File: config.mk
export PLATFORM = sky130hd
export DESIGN_NAME = wb_queue
export DESIGN_NICKNAME = d
export VERILOG_FILES = /design/src/rtl/wb_queue_pkg.sv /design/src/rtl/wb_fwd_lookup.sv /design/src/rtl/wb_queue.sv
export SDC_FILE = /design/constraint.sdc
export NUM_CORES = 1
export LEC_CHECK = 0
export CORE_MARGIN = 1.5
export CORE_UTILIZATION = 25
export DETAILED_ROUTE_END_ITERATION = 8
export HOLD_SLACK_MARGIN = 0.05
export PLACE_DENSITY = 0.46
export SLEW_MARGIN = 20
export SYNTH_ARGS = -nofsm -noshare
export SYNTH_HDL_FRONTEND = slang
export SYNTH_HIERARCHICAL = 1
export SYNTH_SLANG_ARGS = --single-unit
File: constraint.sdc
create_clock -name clk_port -period 9.08 [get_ports clk_port]
set_clock_uncertainty 0.1 [all_clocks]
set_input_delay 2.724 -clock clk_port [delete_from_list [all_inputs] [get_ports clk_port]]
set_output_delay 2.724 -clock clk_port [all_outputs]
set_load 0.02 [all_outputs]
File: src/rtl/wb_queue_pkg.sv
// wb_queue_pkg: shared widths and constants for the write-back merge buffer.
// Rev 1.0
`default_nettype none

package wb_queue_pkg;

    localparam int WB_DW    = 32;
    localparam int WB_AW    = 5;
    localparam int WB_DEPTH = 4;

    localparam logic [WB_AW-1:0] REG_ZERO = 5'd0;

    // Pointer width that stays legal for the smallest (DEPTH=2) configuration.
    function automatic int ptr_width(input int depth);
        return (depth > 1) ? $clog2(depth) : 1;
    endfunction

endpackage

`default_nettype wire

File: src/rtl/wb_fwd_lookup.sv
// wb_fwd_lookup: youngest-match search across the pending write-back entries.
// Rev 1.0
`default_nettype none

module wb_fwd_lookup #(
    parameter int DEPTH = 4,
    parameter int DW    = 32,
    parameter int AW    = 5,
    parameter int PW    = 2
) (
    input  logic [DEPTH-1:0]         ent_valid,
    input  logic [DEPTH-1:0][AW-1:0] ent_addr,
    input  logic [DEPTH-1:0][DW-1:0] ent_data,
    input  logic [PW-1:0]            head,
    input  logic [AW-1:0]            addr,
    output logic                     hit,
    output logic [DW-1:0]            data
);

    logic [PW-1:0] idx;

    // Walk oldest to youngest so a later match overrides an earlier one.
    always_comb begin
        hit  = 1'b0;
        data = '0;
        idx  = head;
        if (addr != '0) begin
            for (int i = 0; i < DEPTH; i++) begin
                idx = head + PW'(i);
                if (ent_valid[idx] && (ent_addr[idx] == addr)) begin
                    hit  = 1'b1;
                    data = ent_data[idx];
                end
            end
        end
    end

endmodule

`default_nettype wire

File: src/rtl/wb_queue.sv
// wb_queue: two-producer write-back merge buffer feeding one register-file write port,
// with operand forwarding from pending entries. Rev 1.0
`default_nettype none

module wb_queue
    import wb_queue_pkg::*;
#(
    parameter int DEPTH = WB_DEPTH,
    parameter int DW    = WB_DW,
    parameter int AW    = WB_AW
) (
    input  logic          clk_port,
    input  logic          rst_port,
    input  logic          mem_valid,
    input  logic [AW-1:0] mem_addr,
    input  logic [DW-1:0] mem_data,
    input  logic          alu_valid,
    input  logic [AW-1:0] alu_addr,
    input  logic [DW-1:0] alu_data,
    output logic          in_ready,
    output logic          wr,
    output logic [AW-1:0] address_d,
    output logic [DW-1:0] data_d,
    input  logic [AW-1:0] fwd_addr_a,
    output logic          fwd_hit_a,
    output logic [DW-1:0] fwd_data_a,
    input  logic [AW-1:0] fwd_addr_b,
    output logic          fwd_hit_b,
    output logic [DW-1:0] fwd_data_b,
    output logic [AW-1:0] count,
    output logic          drop_err
);

    localparam int PW = ptr_width(DEPTH);
    localparam logic [AW-1:0] READY_MAX = AW'(DEPTH - 2);

    logic [DEPTH-1:0]         ent_valid;
    logic [DEPTH-1:0][AW-1:0] ent_addr;
    logic [DEPTH-1:0][DW-1:0] ent_data;
    logic [PW-1:0]            head;
    logic [PW-1:0]            tail;

    logic          push_mem;
    logic          push_alu;
    logic          pop;
    logic          any_valid;
    logic [PW-1:0] alu_slot;
    logic [PW-1:0] tail_next;
    logic [AW-1:0] count_next;

    assign in_ready  = (count <= READY_MAX);
    assign any_valid = mem_valid | alu_valid;
    assign push_mem  = mem_valid & in_ready & (mem_addr != AW'(REG_ZERO));
    assign push_alu  = alu_valid & in_ready & (alu_addr != AW'(REG_ZERO));
    assign pop       = (count != '0);

    // The alu entry is younger, so it lands one slot behind the mem entry.
    assign alu_slot   = tail + PW'(push_mem);
    assign tail_next  = tail + PW'(push_mem) + PW'(push_alu);
    assign count_next = count + AW'(push_mem) + AW'(push_alu) - AW'(pop);

    always_ff @(posedge clk_port or negedge rst_port) begin
        if (!rst_port) begin
            ent_valid <= '0;
            ent_addr  <= '0;
            ent_data  <= '0;
            head      <= '0;
            tail      <= '0;
            count     <= '0;
            drop_err  <= 1'b0;
        end else begin
            // Pushes only target free slots, so they never collide with the popped head.
            if (pop) begin
                ent_valid[head] <= 1'b0;
                head            <= head + PW'(1);
            end
            if (push_mem) begin
                ent_valid[tail] <= 1'b1;
                ent_addr[tail]  <= mem_addr;
                ent_data[tail]  <= mem_data;
            end
            if (push_alu) begin
                ent_valid[alu_slot] <= 1'b1;
                ent_addr[alu_slot]  <= alu_addr;
                ent_data[alu_slot]  <= alu_data;
            end
            tail  <= tail_next;
            count <= count_next;
            if (any_valid && !in_ready) begin
                drop_err <= 1'b1;
            end
        end
    end

    assign wr        = pop;
    assign address_d = pop ? ent_addr[head] : '0;
    assign data_d    = pop ? ent_data[head] : '0;

    wb_fwd_lookup #(
        .DEPTH (DEPTH),
        .DW    (DW),
        .AW    (AW),
        .PW    (PW)
    ) u_fwd_a (
        .ent_valid (ent_valid),
        .ent_addr  (ent_addr),
        .ent_data  (ent_data),
        .head      (head),
        .addr      (fwd_addr_a),
        .hit       (fwd_hit_a),
        .data      (fwd_data_a)
    );

    wb_fwd_lookup #(
        .DEPTH (DEPTH),
        .DW    (DW),
        .AW    (AW),
        .PW    (PW)
    ) u_fwd_b (
        .ent_valid (ent_valid),
        .ent_addr  (ent_addr),
        .ent_data  (ent_data),
        .head      (head),
        .addr      (fwd_addr_b),
        .hit       (fwd_hit_b),
        .data      (fwd_data_b)
    );

endmodule

`default_nettype wire

==> results by group <==
Clock network
  • CTS buffer count: 17
  • TritonCTS clock tree: built
  • Clock root cell: clkbuf_16
  • Clk_lat worst skew: 0.45 ns
  • Post-CTS Resized: 0
  • Htree depth: 4
  • Clk sinks: 162
  • Cts hold-fix bufs: 0
  • CTS clock-pin slew for the worst setup and hold paths: 0.07 ns
  • Clock Tree Buf Depth: 2

Worst setup path
  • Top cell by count, worst path: clkdlybuf4s50_1
  • Kind of critical path: in2out
  • Worst path buffer plus inverter count: 3
  • Slowest stage cell, crit path: clkdlybuf4s50_1
  • Worst setup EP type: output pin
  • Worst Path Required: 6.26 ns
  • Startpoint types: input pin
  • Arrival @ worst endpoint: 6.05 ns
  • CP cell instances: clkdlybuf4s50_1 > xnor2_1 > a32o_1 > and4_1 > o21ai_1 > a21boi_4 > buf_12 > a211oi_2 > nor3_2 > clkdlybuf4s50_1
  • CP max stage delay: 0.67 ns
  • CP Max Fanout: 11
  • Top cell family by delay on the critical path: buffers and inverters

Outcome
  • Status: finished, final reports clean

Detailed routing
  • Number of DRC markers in iteration 0: 2,200
  • Routed wire per std cell: 25.1 um
  • Top Layer Used: met5
  • Vias per cell: 5.88
  • First-pass DRT Iterations: 6
  • # DRC: 0
  • Post-route ant nets: 0
  • Total vias in the final route: 20,700
  • Wl on met1: 38.8 mm
  • WL final: 88.2 mm
  • Metal2 WL: 37.7 mm
  • WL met3: 9.07 mm

Timing
  • RSZ-0062 raised after global routing: false
  • Rel. slew slack: 24.1%
  • Tcrit/Tclk final: 97.8%
  • Hold Violations, Final: 0
  • Fmax: 113 MHz
  • Worst slew pin tran: 1.14 ns
  • Fin crit period: 8.88 ns
  • Slew Limit Fails: 0
  • # setup viols final: 0

Synthesis
  • Area leader, netlist: dfrtp_1
  • Syn_area_per_cell: 8.37 um2
  • Count of unique library cells instantiated by Yosys: 60
  • Area contributors post-synth: dfrtp_1, mux2i_1, a211oi_2, a211oi_1, mux4_2
  • Gate Count Post-Synth: 2,453
  • Post-synth ARST share: 100%
  • Post-synth EDFFs: 0
  • Ys flop type: dfrtp_1
  • Yosys reg bits: 162
  • Yosys warns: 6
  • Share of the synthesized area in the top cell type: 19.8%
  • Seq/Total Area, Yosys: 19.8%
  • Syn Std Cell Area: 0.0205 mm2
  • Post-synth net total: 2,556

Pwr
  • PwrDens: 379 mW/mm2
  • Switching Fraction: 54.6%
  • Post-layout power: 9.01 mW
  • LEAKAGE: 8.34 nW
  • Clock Power Share: 8.4%
  • Combinational share of power: 68.9%
  • Pint: 4.09 mW
  • Net Switching: 4.92 mW
  • Worst VDD drop: 0.262 mV
  • Part of the power in registers: 22.7%

Finish
  • Area grow syn2layout: 15.8%
  • Layout Nets: 2,543
  • Layout cells sized above 1: 19.2%
  • Most common cell after layout, fill and taps aside: o21ai_0
  • Commonest non-fill, non-tap cells in the layout: o21ai_0, clkdlybuf4s50_1, mux2i_1
  • Final std cells w/o fill: 3,517
  • Fillers: 8,442

Place
  • RePlAce Congestion: 0.863
  • Count of port buffers added during placement: 198
  • Post-DP HPWL: 59.0 mm
  • DP Cell Count: 3,472

Global routing
  • First-pass GRT wire length: 128 mm
  • GR Overflow Total: 0
  • Number of global-route vias before repair: 19,400
  • Antenna violations before repair: 20
  • Maximum number of pins on one net before global-route repair: 267
  • Total GRT Usage: 20.2%

Floorplanning
  • Starting Density: 25.4%
  • DIE WIDTH: 290 um
  • Total core area: 0.0809 mm2
  • Rows: 104
  • Full die area: 0.0838 mm2
  • I/O pins: 199
  • Die height: 290 um

Job
  • Max-cap viol count: 0

Worst hold path
  • Worst min path class: reg2reg
==> synthesized netlist by cell type (18+ instances only) <==
cell,number
nand2b_1,64
o21ai_0,196
a211oi_2,118
clkbuf_1,151
a21oi_1,68
nor2b_1,73
nor3_2,58
a211oi_1,140
nand3b_1,66
nor2_1,78
xor2_1,18
nor4_1,140
a31oi_1,138
buf_6,19
mux2_1,50
buf_2,88
dfrtp_1,162
buf_4,27
o21ai_1,22
mux2_2,78
and2_1,37
mux2i_1,168
nand2_1,153
nand3_1,133
mux4_2,45
xnor2_1,37
==> worst paths after layout <==
| path | end | slack [ns] | from | depth (start not counted) |
|---|---|---|---|---|
| worst max-delay path | fwd_data_a[5] | 0.20 | fwd_addr_a[2] | 10 |
| worst min-delay path | drop_err | 0.40 | drop_err | 1 |
| worst max register to register | ent_data[109] | 4.77 | count[1] | 11 |
| worst min register to register | drop_err | 0.40 | drop_err | 1 |
| max in group asynchronous | ent_data[6] | 5.50 | rst_port | 2 |
| min in group asynchronous | count[3] | 2.05 | rst_port | 1 |
==> power groups by stage <==
| stage | Clock [mW] | Sequential [mW] | Combinational [mW] |
|---|---|---|---|
| after global routing | 0.799 | 2.09 | 6.70 |
| final | 0.757 | 2.04 | 6.21 |
| after CTS | 0.773 | 2.03 | 6.09 |
| after floorplan | 0 | 1.46 | 4.68 |
| after detailed placement | 0 | 2.04 | 6.06 |
| after global placement | 0 | 2.01 | 5.92 |
==> area by class of cell <==
cell class | instances | area (um2) | share of cell area, %
Sequential cell | 162 | 4060 | 17.1
Timing Repair Buffer | 270 | 2650 | 11.1
Clock inverter | 13 | 159 | 0.668
Inverter | 12 | 45.0 | 0.189
Clock buffer | 19 | 443 | 1.86
Multi-Input combinational cell | 1977 | 15100 | 63.4
Antenna cell | 4 | 10.0 | 0.0421
Tap cell | 1060 | 1330 | 5.58
==> stage by stage <==
step | hold slack (ns) | setup WS [ns] | TNS, ns | utilization (%) | area (um2)
final | 0.396 | 0.202 | 0 | 29.4 | 23800
after global routing | 0.432 | 0.0681 | 0 | 29.4 | 23800
after CTS | 0.413 | 0.0187 | 0 | 29.3 | 23700
after detailed placement | 0.379 | -0.00542 | -0.00542 | 28.5 | 23100
after global placement | 0.373 | 0.0593 | 0 | 28.5 | 23100
after floorplan | 0.411 | 1.60 | 0 | - | 20500
==> cell families after synthesis <==
kind of cell	synth area share, %
flip-flops	19.8
adder cells (fa/ha/maj)	0.988
AND/OR/NAND/NOR	23.6
buffers and inverters	7.50
XOR/XNOR	2.35
multiplexers	20.2
AO/OA/AOI/OAI	25.7
==> repair_timing <==
| action | in CTS | in global routing |
|---|---|---|
| pin swaps | 1 | 1 |
| buffers inserted | 0 | 8 |
| endpoints found under the setup margin | 1 | 11 |
==> layer usage <==
metal | global-route usage [%] | vias to the layer above
met5 | 0 | -
met2 | 29.2 | 1055
met1 | 28.3 | 10100
met4 | 7.05 | 34
li1 | - | 9338
met3 | 6.11 | 177
==> registers in the layout, summed over array words and instances, names as in the netlist <==
register   flops
count          5
ent_addr      20
ent_data     128
head           2
tail           2
ent_valid      4
drop_err       1
No activity file was read; power rests on OpenSTA's default activity.
